[src/rtl/pipe_pkg.sv]
// Shared defaults and entry type for pipeline stage registers.
// Stages built with other widths use their own parameters; entry_t covers the default 32/32 case.
package pipe_pkg;
  localparam int          PC_W_DEF    = 32;
  localparam int          INS_W_DEF   = 32;
  localparam logic [31:0] NOP_INS_DEF = 32'h0000_0000;

  typedef struct packed {
    logic [PC_W_DEF-1:0]  pc;
    logic [INS_W_DEF-1:0] ins;
  } entry_t;
endpackage

[src/rtl/pipe_slot.sv]
// One storage slot: valid bit plus data word. Latency: 1 cycle, load/kill/clear act on the next edge.
// No backpressure of its own: the parent decides when to set it. Priority is clear > set > kill.
module pipe_slot #(
  parameter int W = 64
) (
  input  logic         clk,
  input  logic         rst,
  input  logic         set,
  input  logic         kill,
  input  logic         clear,
  input  logic [W-1:0] set_dat,
  output logic         vld,
  output logic [W-1:0] dat
);
  logic         vld_d, vld_q;
  logic [W-1:0] dat_d, dat_q;

  // kill drops the valid bit only; data is kept so a bubble still shows the last pc
  always_comb begin
    vld_d = vld_q;
    dat_d = dat_q;
    if (clear) begin
      vld_d = 1'b0;
      dat_d = '0;
    end else if (set) begin
      vld_d = 1'b1;
      dat_d = set_dat;
    end else if (kill) begin
      vld_d = 1'b0;
    end
  end

  always_ff @(posedge clk) begin
    if (!rst) begin
      vld_q <= 1'b0;
      dat_q <= '0;
    end else begin
      vld_q <= vld_d;
      dat_q <= dat_d;
    end
  end

  assign vld = vld_q;
  assign dat = dat_q;
endmodule

[src/rtl/pipe_stage_skid.sv]
// Pipeline stage register for {pc, ins} with a 2-entry skid buffer. Latency: 1 cycle, 1 entry/cycle.
// Backpressure: in_ready is registered (low only while the skid slot holds an entry); flush empties both slots.
module pipe_stage_skid
  import pipe_pkg::*;
#(
  parameter int               PC_W    = PC_W_DEF,
  parameter int               INS_W   = INS_W_DEF,
  parameter logic [INS_W-1:0] NOP_INS = INS_W'(NOP_INS_DEF),
  parameter int               CNT_W   = 16
) (
  input  logic             clk,
  input  logic             rst,
  input  logic             flush,
  input  logic             in_valid,
  output logic             in_ready,
  input  logic [PC_W-1:0]  in_pc,
  input  logic [INS_W-1:0] in_ins,
  output logic             out_valid,
  input  logic             out_ready,
  output logic [PC_W-1:0]  out_pc,
  output logic [INS_W-1:0] out_ins,
  output logic [CNT_W-1:0] stall_cnt
);
  localparam int W = PC_W + INS_W;

  logic         main_vld, skid_vld;
  logic [W-1:0] main_dat, skid_dat, main_set_dat;
  logic         main_set, main_kill, skid_set, skid_kill;
  logic         acc, main_free;
  logic [CNT_W-1:0] stall_cnt_d, stall_cnt_q;

  assign in_ready  = !skid_vld;
  assign acc       = in_valid && in_ready;
  assign main_free = !main_vld || out_ready;

  // skid is only ever valid together with main, so when main frees up the skid entry moves first
  always_comb begin
    main_set     = 1'b0;
    main_kill    = 1'b0;
    skid_set     = 1'b0;
    skid_kill    = 1'b0;
    main_set_dat = {in_pc, in_ins};
    if (main_free) begin
      if (skid_vld) begin
        main_set     = 1'b1;
        main_set_dat = skid_dat;
        skid_kill    = 1'b1;
      end else if (acc) begin
        main_set = 1'b1;
      end else begin
        main_kill = 1'b1;
      end
    end else if (acc) begin
      skid_set = 1'b1;
    end
  end

  pipe_slot #(.W(W)) u_main (
    .clk(clk), .rst(rst), .set(main_set), .kill(main_kill), .clear(flush),
    .set_dat(main_set_dat), .vld(main_vld), .dat(main_dat)
  );

  pipe_slot #(.W(W)) u_skid (
    .clk(clk), .rst(rst), .set(skid_set), .kill(skid_kill), .clear(flush),
    .set_dat({in_pc, in_ins}), .vld(skid_vld), .dat(skid_dat)
  );

  always_comb begin
    stall_cnt_d = stall_cnt_q;
    if (main_vld && !out_ready && (stall_cnt_q != {CNT_W{1'b1}}))
      stall_cnt_d = stall_cnt_q + CNT_W'(1);
  end

  always_ff @(posedge clk) begin
    if (!rst) stall_cnt_q <= '0;
    else      stall_cnt_q <= stall_cnt_d;
  end

  assign out_valid = main_vld;
  assign out_pc    = main_dat[W-1:INS_W];
  assign out_ins   = main_vld ? main_dat[INS_W-1:0] : NOP_INS;
  assign stall_cnt = stall_cnt_q;
endmodule

[config.mk]
export PLATFORM = sky130hd
export DESIGN_NAME = pipe_stage_skid
export DESIGN_NICKNAME = d
export VERILOG_FILES = /design/src/rtl/pipe_pkg.sv /design/src/rtl/pipe_slot.sv /design/src/rtl/pipe_stage_skid.sv
export SDC_FILE = /design/constraint.sdc
export NUM_CORES = 1
export LEC_CHECK = 0
export BUFFER_PORTS_ARGS = -buffer_cell sky130_fd_sc_hd__clkbuf_2
export CORE_MARGIN = 2
export CORE_UTILIZATION = 30
export CTS_CLUSTER_SIZE = 24
export DETAILED_ROUTE_END_ITERATION = 10
export REMOVE_ABC_BUFFERS = 1
export SLEW_MARGIN = 20
export SYNTH_ARGS = -nofsm -noshare
export SYNTH_HDL_FRONTEND = slang
export SYNTH_SLANG_ARGS = --single-unit
[constraint.sdc]
create_clock -name clk -period 2.6 [get_ports clk]
set_clock_uncertainty 0.05 [all_clocks]
set_input_delay 0.39 -clock clk [delete_from_list [all_inputs] [get_ports clk]]
set_output_delay 0.39 -clock clk [all_outputs]
set_load 0.05 [all_outputs]
Word-level counts from Yosys, hierarchy flattened
Cells that the tools add are included.
{"block": "classes", "n_addsub": 1, "n_eq_ne": 1, "n_mux": 16, "n_bitwise": 1, "n_reduce_logical": 10}
{"op": "two-way mux 64 bit", "count": 2}
{"op": "two-way mux 32 bit", "count": 1}
{"op": "adder 16 x 1 -> 16 bit, second input constant", "count": 1}
{"op": "!= test 16 bit, second input constant", "count": 1}
{"op": "two-way mux 1 bit", "count": 13}
{"op": "nonzero test 2 bit", "count": 2}
{"op": "logical AND 1 bit", "count": 3}
{"op": "logical NOT 1 bit", "count": 3}
{"op": "OR reduction 2 bit", "count": 1}
{"op": "logical OR 1 bit", "count": 1}
{"op": "NOT 1 bit", "count": 1}
{"block": "totals", "reg_bits": 146, "in_bits": 69, "out_inout_bits": 82, "elab_cells": 34}

Depth between registers and ports, before layout
Gate-level depths: netlist (run 1).
{"block": "depth", "word_depth": 7, "depth_mapped": 7, "mapped_depth_nobuf": 5}

Modules after synthesis
A second synthesis (run 1) with hierarchy kept.
{"block": "unflattened", "hier_cells": 643, "area_unflattened_um2": 6633.9}
{"module": "pipe_slot", "n_inst": 2, "cells_per_inst": 211, "area_each_um2": 2357.3, "seq_area_each_um2": 1301.2}
{"module": "pipe_stage_skid", "n_inst": 1, "cells_per_inst": 221, "area_each_um2": 1919.3, "seq_area_each_um2": 320.3}

Worst setup path after synthesis (run 1)
OpenSTA, ideal clock, no wires.
{"block": "synth_path", "path_type": "reg2reg", "from": "register stall_cnt_q[3], in the netlist stall_cnt[3]", "to": "register stall_cnt_q[15], in the netlist stall_cnt[15]", "setup_time_ns": 0.072, "arrival_ns": 2.155, "required_ns": 2.478, "path_slack_ns": 0.323, "stages_incl_launch_ff": 5, "path_buffers": 0, "period_less_slack_ns": 2.277, "path_cell_list": "dfxtp_1 > nand4_1 > or4_4 > or4_1 > a21oi_1"}
{"block": "synth_via", "elab_chain_cells": 2, "elab_cells_between_ends": 3, "classes_between": "add/sub (1); eq/ne (1); reduce/logical (1)"}
{"item": "from (decl)", "line_no": "pipe_stage_skid.sv:30", "rtl": "logic [CNT_W-1:0] stall_cnt_d, stall_cnt_q;"}
{"item": "from (signal assigned)", "line_no": "pipe_stage_skid.sv:76", "rtl": "else stall_cnt_q <= stall_cnt_d;"}
{"item": "parallel branches: the longest is 2 deep, another holds adder 16 x 1 -> 16 bit"}
Several ways; the timed one is not identified.
A chain may end at the register's enable or synchronous reset.

Final worst setup path (run 1)
{"block": "layout_path", "from": "register u_main.vld_q, in the netlist u_main.vld", "to": "register stall_cnt_q[15], in the netlist stall_cnt[15]"}
{"block": "layout_via", "elab_chain_cells": 2}
{"item": "from (decl)", "line_no": "pipe_slot.sv:15", "rtl": "logic vld_d, vld_q;"}
{"item": "from (signal assigned)", "line_no": "pipe_slot.sv:38", "rtl": "vld_q <= vld_d;"}
{"item": "logical AND 1 bit (2 in series)", "line_no": "pipe_stage_skid.sv:70", "rtl": "if (main_vld && !out_ready && (stall_cnt_q != {CNT_W{1'b1}}))"}
Every way passes these cells.

==> results.ini, run 1 <==
[sta]
finalHoldViolations = 0
slew_viol_final = 0
post-route-min-period_ps = 2100
tightest_slew_ps = 1020
tns_ps = 0
grt_setup_unrepaired = no
setup_ws_ps = 505
max_freq_mhz = 477
period_share_pct = 80.6
slew_headroom_pct = 32.1
finalSetupViolCount = 0

[synthesis]
yosys-top-cells-count = nand2_1, dfxtp_1, a21oi_1, o21ai_0, nor2_1
synth_enable_flop_cells = 0
synthCells = 875
yosysTopAreaCellShare_pct = 45.8
syn-cell-area_um2 = 6390
yosysTopAreaCell = dfxtp_1
yosys_warnings = 0
seq_area_frac_synth_pct = 45.8
yosys-top-cells-area = dfxtp_1, nand2_1, a21oi_1
avgSynthCellArea_um2 = 7.30
synth.distinct_cells = 32
synth_seq_cells = 146
ys.flop_type = dfxtp_1
synth_most_common_cell = nand2_1
synthArstFlopShare_pct = 0

[global_routing]
antenna_found_initial = 0
grt-ovfl-total = 0
globalRouteTotalUtil_pct = 17.1
grt_pass1_wl_um = 30200
grt_pass1_vias = 5597
grt_max_degree = 67

[clock_tree]
numCtsBuffers = 17
clockRootBuffer = clkbuf_16
cts.sinks = 146
clock_path_buffers = 2
h-tree-depth = 4
postCtsResizedCells = 0
cts_tree = yes
clkLatencyLatePin_ps = 430
post_cts_buffers = 0
holdBufCountCts = 0
path_clk_slew_ps = 70

[run_status]
status = finished clean

[finish]
final_cell_count_no_fill = 1253
final_nets = 1035
drive_gt1_share_pct = 21.7
n_fill_cell = 2260
n_antenna_cell = 0
syn_to_final_growth_pct = 21.3

[floorplanning]
dieArea_um2 = 22500
core_um2 = 21000
core.rowCount = 53
die_w_um = 150
start_util_pct = 30.5
die_y_um = 150
io_pins = 151

[flow_run]
maxCapViolCount = 0

[placement]
globalplace.congestion = 0.760
pre_cts_slack_ps = 454
placedCellCount = 1221
io_buffers = 150
place_hpwl_um = 11200

[setup_path]
cp_data_required_time_ps = 2910
critPathArrivalTime_ps = 2400
path_class = flip-flop to flip-flop
worstPathMaxFanout = 35
end_kind = flip-flop
startpoint_type = flip-flop

[power]
powerDensity_nw_per_um2 = 658
power.total_uw = 5100
irDropWorstVdd_v = 0.000392
leakage_uw = 0.00314

[route]
drc = 0
drt_iter0_drc = 346
dr.pass1.iters = 5
wl_um = 18900
wire_per_inst_um = 15.1
vias = 6060
final_antenna_net_count = 0
vias_per_cell = 4.84

[hold_path]
hold_class = primary input to flip-flop

==> final cells by class <==
class / count / area [µm²] / share of cell area, %
repair buffers: 170 / 926 / 11.9
inverters: 3 / 11.3 / 0.145
clock inverters: 15 / 121 / 1.57
well taps: 275 / 344 / 4.44
clock buffers: 17 / 425 / 5.49
multi-input cells: 627 / 3000 / 38.7
flip-flops and latches: 146 / 2920 / 37.7
==> kinds of logic after synthesis <==
kind of cell | after synthesis | share of synthesized area (%)
muxes | 7 | 1.10
DFF | 146 | 45.8
buffers and inverters | 102 | 7.91
adders and majority gates | 1 | 0.196
AOI/OAI and AO/OA | 277 | 22.2
and+or+nand+nor | 342 | 22.9
==> worst paths after layout <==
kind,start,end,slack (ps),cells after the start
hold reg to reg,u_skid.dat[27]$_SDFFE_PP0P_,u_skid.dat[27]$_SDFFE_PP0P_,400,2
hold / removal,in_pc[9],u_skid.dat[41]$_SDFFE_PP0P_,140,3
setup / recovery,u_main.vld$_SDFFE_PP0P_,stall_cnt[15]$_SDFFE_PN0P_,500,5
setup reg to reg,u_main.vld$_SDFFE_PP0P_,stall_cnt[15]$_SDFFE_PN0P_,500,5
==> stage by stage <==
step	hold slack, ps	instance area (µm²)	utilization [%]
2_1_floorplan	383	5890	-
3_3_place_gp	388	7200	34.4
3_5_place_dp	393	7200	34.4
4_1_cts	120	7750	37.0
5_1_grt	127	7750	37.0
6_report	139	7750	37.0
==> where the power goes <==
part | switching [µW] | internal (µW) | leakage (µW)
clock network | 1080 | 1240 | 0.000260
logic | 326 | 136 | 0.00169
registers | 25.4 | 2290 | 0.00119
==> sequential cells by signal (all words and copies together), names as in the netlist <==
signal	count
u_main.dat	64
u_skid.dat	64
u_skid.vld	1
u_main.vld	1
stall_cnt	16
==> per-layer routing <==
layer | track usage (%) | vias to the layer above | wire length, µm | share of wire (%)
met4 | 5.71 | 0 | 273 | 1.4
met3 | 4.45 | 18 | 1140 | 6.0
li1 | - | 3082 | - | -
met2 | 27.3 | 159 | 8640 | 46
met1 | 22.6 | 2801 | 8830 | 47
met5 | 0 | - | 0 | 0
==> placed cells by master (no fill, tap or decap), drive strengths merged, types with 2 or more instances in the layout <==
master      n
and2       32
clkinvlp    4
mux2i       7
o41ai       2
nand3       2
or4         6
nand2b      9
clkinv      4
dfxtp     146
or3         3
nor3        3
nand4       6
o31ai       2
nor2       70
buf        21
o21ai     131
nand2     206
a21oi     138
inv        10
clkbuf    166
==> worst max-delay path: stages, from the launching register on <==
cell,delay (ps)
dfxtp_1,320
buf_4,330
nand2b_4,110
or4_4,580
or4_1,480
a21oi_1,150
(Power assumes the default switching activity.)
==> run 2: changes to the inputs <==
Clock period 2.6 ns to 1.9 ns, I/O delays scaled along.
==> run 2 against run 1 <==
Net effect:
- first-iteration DRC count is 9.8% lower
- highest routed layer unchanged
- clock power is 64% higher
- critical endpoint is now stall_cnt[13]$_SDFFE_PN0P_
- wire length is 0.35% lower
==> results.ini, run 2 (synthesis results as in run 1) <==
[hold_path]
whs_path_depth = 3  ; unchanged
hold_class = primary input to flip-flop  ; unchanged
min-delay-start = in_ins[28]  ; was in_pc[9]

[finish]
syn_to_final_growth_pct = 27.9  ; was 21.3%
final_nets = 1049  ; was 1035
final_cell_mix = nand2_1, dfxtp_1, clkbuf_2, a21oi_1, o21ai_0  ; was nand2_1, clkbuf_2, dfxtp_1, a21oi_1, o21ai_0
drive_gt1_share_pct = 23.7  ; was 21.7%
layout.cells.most_common = nand2_1  ; unchanged

[power]
leakage_uw = 0.00332  ; was 0.00314 µW
irDropWorstVdd_v = 0.000497  ; was 0.000392 V
powerDensity_nw_per_um2 = 933  ; was 658 nW/µm²

[sta]
tightest_slew_ps = 844  ; was 1020 ps
period_share_pct = 97.4  ; was 80.6%
setup_ws_ps = 49.6  ; was 505 ps
max_freq_mhz = 540  ; was 477 MHz
grt_setup_unrepaired = yes  ; was no
slew_headroom_pct = 43.7  ; was 32.1%
slew_viol_final = 0  ; unchanged
post-route-min-period_ps = 1850  ; was 2100 ps
finalSetupViolCount = 0  ; unchanged
finalHoldViolations = 0  ; unchanged
tns_ps = 0  ; unchanged

[setup_path]
timing.rr.start = stall_cnt[6]$_SDFFE_PN0P_  ; was u_main.vld$_SDFFE_PP0P_
end_kind = flip-flop  ; unchanged
critPathArrivalTime_ps = 2150  ; was 2400 ps
worstPathMaxFanout = 6  ; was 35
cp_data_required_time_ps = 2200  ; was 2910 ps
path_class = flip-flop to flip-flop  ; unchanged
rr_worst_depth = 4  ; was 5
startpoint_type = flip-flop  ; unchanged
crit_start = stall_cnt[6]$_SDFFE_PN0P_  ; was u_main.vld$_SDFFE_PP0P_

[route]
dr.pass1.iters = 5  ; unchanged
wire_per_inst_um = 14.9  ; was 15.1 µm
drc = 0  ; unchanged
vias_per_cell = 4.78  ; was 4.84
drt_iter0_drc = 312  ; was 346
wl_um = 18800  ; was 18900 µm
final_antenna_net_count = 0  ; unchanged
vias = 6054  ; was 6060

[clock_tree]
h-tree-depth = 4  ; unchanged
cts.sinks = 146  ; unchanged
holdBufCountCts = 0  ; unchanged
clockRootBuffer = clkbuf_16  ; unchanged
path_clk_slew_ps = 70  ; about the same
clkLatencyLatePin_ps = 410  ; was 430 ps
cts_tree = yes  ; unchanged
numCtsBuffers = 17  ; unchanged
clock_path_buffers = 2  ; unchanged

[global_routing]
grt-ovfl-total = 0  ; unchanged
grt_max_degree = 68  ; was 67
antenna_found_initial = 1  ; was 0
grt_pass1_vias = 5661  ; was 5597
grt_pass1_wl_um = 30100  ; was 30200 µm
globalRouteTotalUtil_pct = 16.9  ; was 17.1%

[floorplanning]
die_y_um = 150  ; unchanged
start_util_pct = 30.5  ; unchanged
io_pins = 151  ; unchanged
core.rowCount = 53  ; unchanged
dieArea_um2 = 22500  ; unchanged
die_w_um = 150  ; unchanged
core_um2 = 21000  ; unchanged

[flow_run]
maxCapViolCount = 0  ; unchanged

[placement]
pre_cts_slack_ps = 12.4  ; was 454 ps
globalplace.congestion = 0.785  ; was 0.760
io_buffers = 150  ; unchanged
place_hpwl_um = 11800  ; was 11200 µm

[run_status]
status = finished clean  ; unchanged

[run 2: final timing paths]
path | endpoint | slack [ps]
worst max-delay path | stall_cnt[13]$_SDFFE_PN0P_ | 50
worst min-delay path | u_skid.dat[28]$_SDFFE_PP0P_ | 50
worst max register to register | stall_cnt[13]$_SDFFE_PN0P_ | 50
worst min register to register | u_skid.dat[19]$_SDFFE_PP0P_ | 400
[run 2: critical path, stage by stage, from the launching register on]
cell     delay (ps)
dfxtp_2         340
nand4_1         140
or4_4           610
or4_4           500
a21oi_2         140
[run 2: final cells by class]
cell class                 instances  area, µm²
fill                            2196      12800
inverter                           3       13.8
antenna                            1       2.50
clock inverter                    13        235
multi-input combinational        627       3020
clock buffer                      18        429
timing repair buffer             184       1190
sequential                       146       2930
tap                              275        344
[run 2: what timing repair did]
| action | CTS | global route |
|---|---|---|
| endpoints found under the hold margin | 0 | 0 |
| pin swaps | 0 | 3 |
| setup buffers | 0 | 0 |
| endpoints found under the setup margin | 8 | 14 |
| gates resized for setup | 2 | 18 |
| cloned | 0 | 0 |
[run 2: stage by stage]
| step | hold WS (ps) | area, µm² | instances | utilization (%) | total power, µW |
|---|---|---|---|---|---|
| global route | 44.9 | 8170 | 1266 | 39.0 | 7940 |
| floorplan | 368 | 5890 | 776 | - | 3590 |
| finish | 53.7 | 8170 | 1267 | 39.0 | 7630 |
| detailed placement | 393 | 7460 | 1235 | 35.6 | 3890 |
| CTS | 28.7 | 8140 | 1266 | 38.8 | 7740 |
| global placement | 388 | 7460 | 1235 | 35.6 | 3890 |
[run 2: where the power goes]
part	total (µW)	internal, µW	switching, µW
Clock	3800	2460	1340
Sequential	3170	3130	33.6
Combinational	657	204	453
[run 2: routing by layer]
metal,routed length (µm),GRT usage (%),vias up,part of all wire [%]
met1,8980,23.3,2769,48
met5,0,0,-,0
met4,148,3.87,0,0.79
met2,8510,26.6,168,45
li1,-,-,3105,-
met3,1180,4.24,12,6.3
==> run 3: changes to the inputs <==
Settings changed: CORE_MARGIN 2 to unset, RECOVER_POWER set to 25.
==> run 3 against run 2 <==
Net effect:
- worst setup slack better by 71 ps
- global-route usage up 0.55 points
- flip-flop and latch count is the same
==> results.ini, run 3 (synthesis results as in run 1) <==
[run_status]
status = finished clean  ; unchanged

[power]
power.total_uw = 7090  ; was 7630 µW
p_comb_share_pct = 9.2  ; was 8.6%
p_sw_uw = 1900  ; was 1830 µW
leakage_uw = 0.00312  ; was 0.00332 µW
irDropWorstVdd_v = 0.000488  ; was 0.000497 V
p_int_uw = 5190  ; was 5800 µW
clockPowerShare_pct = 46.2  ; was 49.9%
power_frac_seq_pct = 44.6  ; was 41.5%
switching_share_pct = 26.7  ; was 23.9%
powerDensity_nw_per_um2 = 884  ; was 933 nW/µm²

[route]
wire_per_inst_um = 14.6  ; was 14.9 µm
vias_per_cell = 4.80  ; was 4.78
final_antenna_net_count = 0  ; unchanged
drt_iter0_drc = 238  ; was 312
vias = 6081  ; was 6054
wl_um = 18500  ; was 18800 µm
dr.pass1.iters = 4  ; was 5
drc = 0  ; unchanged

[floorplanning]
start_util_pct = 30.5  ; unchanged
core.rowCount = 53  ; unchanged
die_w_um = 148  ; was 150 µm
die_y_um = 148  ; was 150 µm
core_um2 = 21000  ; unchanged
dieArea_um2 = 21900  ; was 22500 µm²
io_pins = 151  ; unchanged

[setup_path]
path_class = flip-flop to flip-flop  ; unchanged
cp_top_family = simple AND/OR/NAND/NOR gates  ; unchanged
slowest_stage = or4_4  ; unchanged
cp.depth = 4  ; unchanged
path_cells = nand4_1, or4_4, or4_1, a21oi_1  ; was nand4_1, or4_4, or4_4, a21oi_2
rr_endpoint = stall_cnt[15]$_SDFFE_PN0P_  ; was stall_cnt[13]$_SDFFE_PN0P_
rr_worst_depth = 4  ; unchanged
critPathArrivalTime_ps = 2080  ; was 2150 ps
timing.rr.start = stall_cnt[8]$_SDFFE_PN0P_  ; was stall_cnt[6]$_SDFFE_PN0P_
startpoint_type = flip-flop  ; unchanged
reg2reg_setup_slack_ps = 120  ; was 50 ps
slowest_delay_ps = 550  ; was 610 ps
worstPathMaxFanout = 7  ; was 6
cp_data_required_time_ps = 2200  ; about the same
cp.buffers_inverters = 0  ; unchanged
end_kind = flip-flop  ; unchanged

[finish]
n_fill_cell = 2296  ; was 2196
n_antenna_cell = 0  ; was 1
syn_to_final_growth_pct = 25.5  ; was 27.9%
final_nets = 1050  ; was 1049
multiInputGateArea_um2 = 3000  ; was 3020 µm²
layout.cells.most_common = nand2_1  ; unchanged
drive_gt1_share_pct = 19.0  ; was 23.7%
area.sequential_um2 = 2930  ; unchanged
final_cell_count_no_fill = 1268  ; was 1267
final_cell_mix = nand2_1, dfxtp_1, a21oi_1, o21ai_0, clkbuf_2  ; was nand2_1, dfxtp_1, clkbuf_2, a21oi_1, o21ai_0

[clock_tree]
clock_path_buffers = 2  ; unchanged
cts_tree = yes  ; unchanged
cts.sinks = 146  ; unchanged
clkLatencyLatePin_ps = 420  ; was 410 ps
h-tree-depth = 4  ; unchanged
numCtsBuffers = 17  ; unchanged
holdBufCountCts = 0  ; unchanged
path_clk_slew_ps = 70  ; about the same
clockRootBuffer = clkbuf_16  ; unchanged

[sta]
max_freq_mhz = 562  ; was 540 MHz
finalSetupViolCount = 0  ; unchanged
post-route-min-period_ps = 1780  ; was 1850 ps
tns_ps = 0  ; unchanged
period_share_pct = 93.7  ; was 97.4%
grt_setup_unrepaired = no  ; was yes
slew_viol_final = 0  ; unchanged
tightest_slew_ps = 898  ; was 844 ps
setup_ws_ps = 121  ; was 49.6 ps
slew_headroom_pct = 40.1  ; was 43.7%
finalHoldViolations = 0  ; unchanged

[global_routing]
grt_pass1_vias = 5544  ; was 5661
antenna_found_initial = 1  ; unchanged
globalRouteTotalUtil_pct = 17.5  ; was 16.9%
grt_pass1_wl_um = 29900  ; was 30100 µm
grt-ovfl-total = 0  ; unchanged
grt_max_degree = 67  ; was 68

[hold_path]
min-delay-start = in_pc[29]  ; was in_ins[28]
whs_path_depth = 3  ; unchanged
hold_class = primary input to flip-flop  ; unchanged
min_to = u_skid.dat[61]$_SDFFE_PP0P_  ; was u_skid.dat[28]$_SDFFE_PP0P_

[placement]
globalplace.congestion = 0.816  ; was 0.785
place_hpwl_um = 10800  ; was 11800 µm
io_buffers = 150  ; unchanged
placedCellCount = 1235  ; unchanged
pre_cts_slack_ps = -1.97  ; was 12.4 ps

[flow_run]
maxCapViolCount = 0  ; unchanged

## run 3: area by class of cell
class,instances,share of cell area [%]
timing repair buffer,185,14.5
multi-input combinational,627,37.4
sequential,146,36.5
clock inverter,12,1.53
inverter,3,0.172
clock buffer,20,5.57
tap,275,4.29
## run 3: per-layer routing
metal	part of all wire (%)	global-route usage [%]	vias up
met5	0.086	0	-
met4	1.1	5.93	2
met3	4.9	3.67	16
met2	46	28.3	153
met1	48	23.0	2808
li1	-	-	3102
## run 3: worst register-to-register path, delay by kind of cell (launching register included)
family	cells	cell delay, ps
DFF	1	380
and+or+nand+nor	3	1130
AOI/OAI and AO/OA	1	150
## run 3: power groups by stage
stage	Combinational, µW	Sequential, µW	Clock, µW
after floorplan	243	3340	0
after CTS	664	3160	3370
final	649	3160	3270
after detailed placement	660	3230	0
after global routing	717	3170	3510
after global placement	659	3230	0
## run 3: how the worst max path moves through the flow
stage                                   start                    endpoint  slack, ps
finish              stall_cnt[8]$_SDFFE_PN0P_  stall_cnt[15]$_SDFFE_PN0P_        120
global placement                    out_ready  stall_cnt[13]$_SDFFE_PN0P_         20
global route        stall_cnt[2]$_SDFFE_PN0P_  stall_cnt[15]$_SDFFE_PN0P_          9
CTS                   u_main.vld$_SDFFE_PP0P_                  out_ins[1]          8
detailed placement                  out_ready  stall_cnt[15]$_SDFFE_PN0P_         -2
floorplan             u_skid.vld$_SDFFE_PP0P_  u_skid.dat[0]$_SDFFE_PP0P_      -2380
## run 3: stage by stage
step | instance area, µm² | util, % | hold slack (ps)
floorplan | 5890 | - | 368
detailed placement | 7470 | 35.7 | 393
CTS | 8050 | 38.4 | 16.6
global placement | 7470 | 35.7 | 388
global route | 8020 | 38.3 | 28.3
finish | 8020 | 38.3 | 34.3
## run 3: what timing repair did
| action | CTS | global route |
|---|---|---|
| buffers inserted | 0 | 1 |
| resized for setup | 3 | 10 |
| pin swaps | 0 | 2 |
| endpoints found under the setup margin | 27 | 13 |
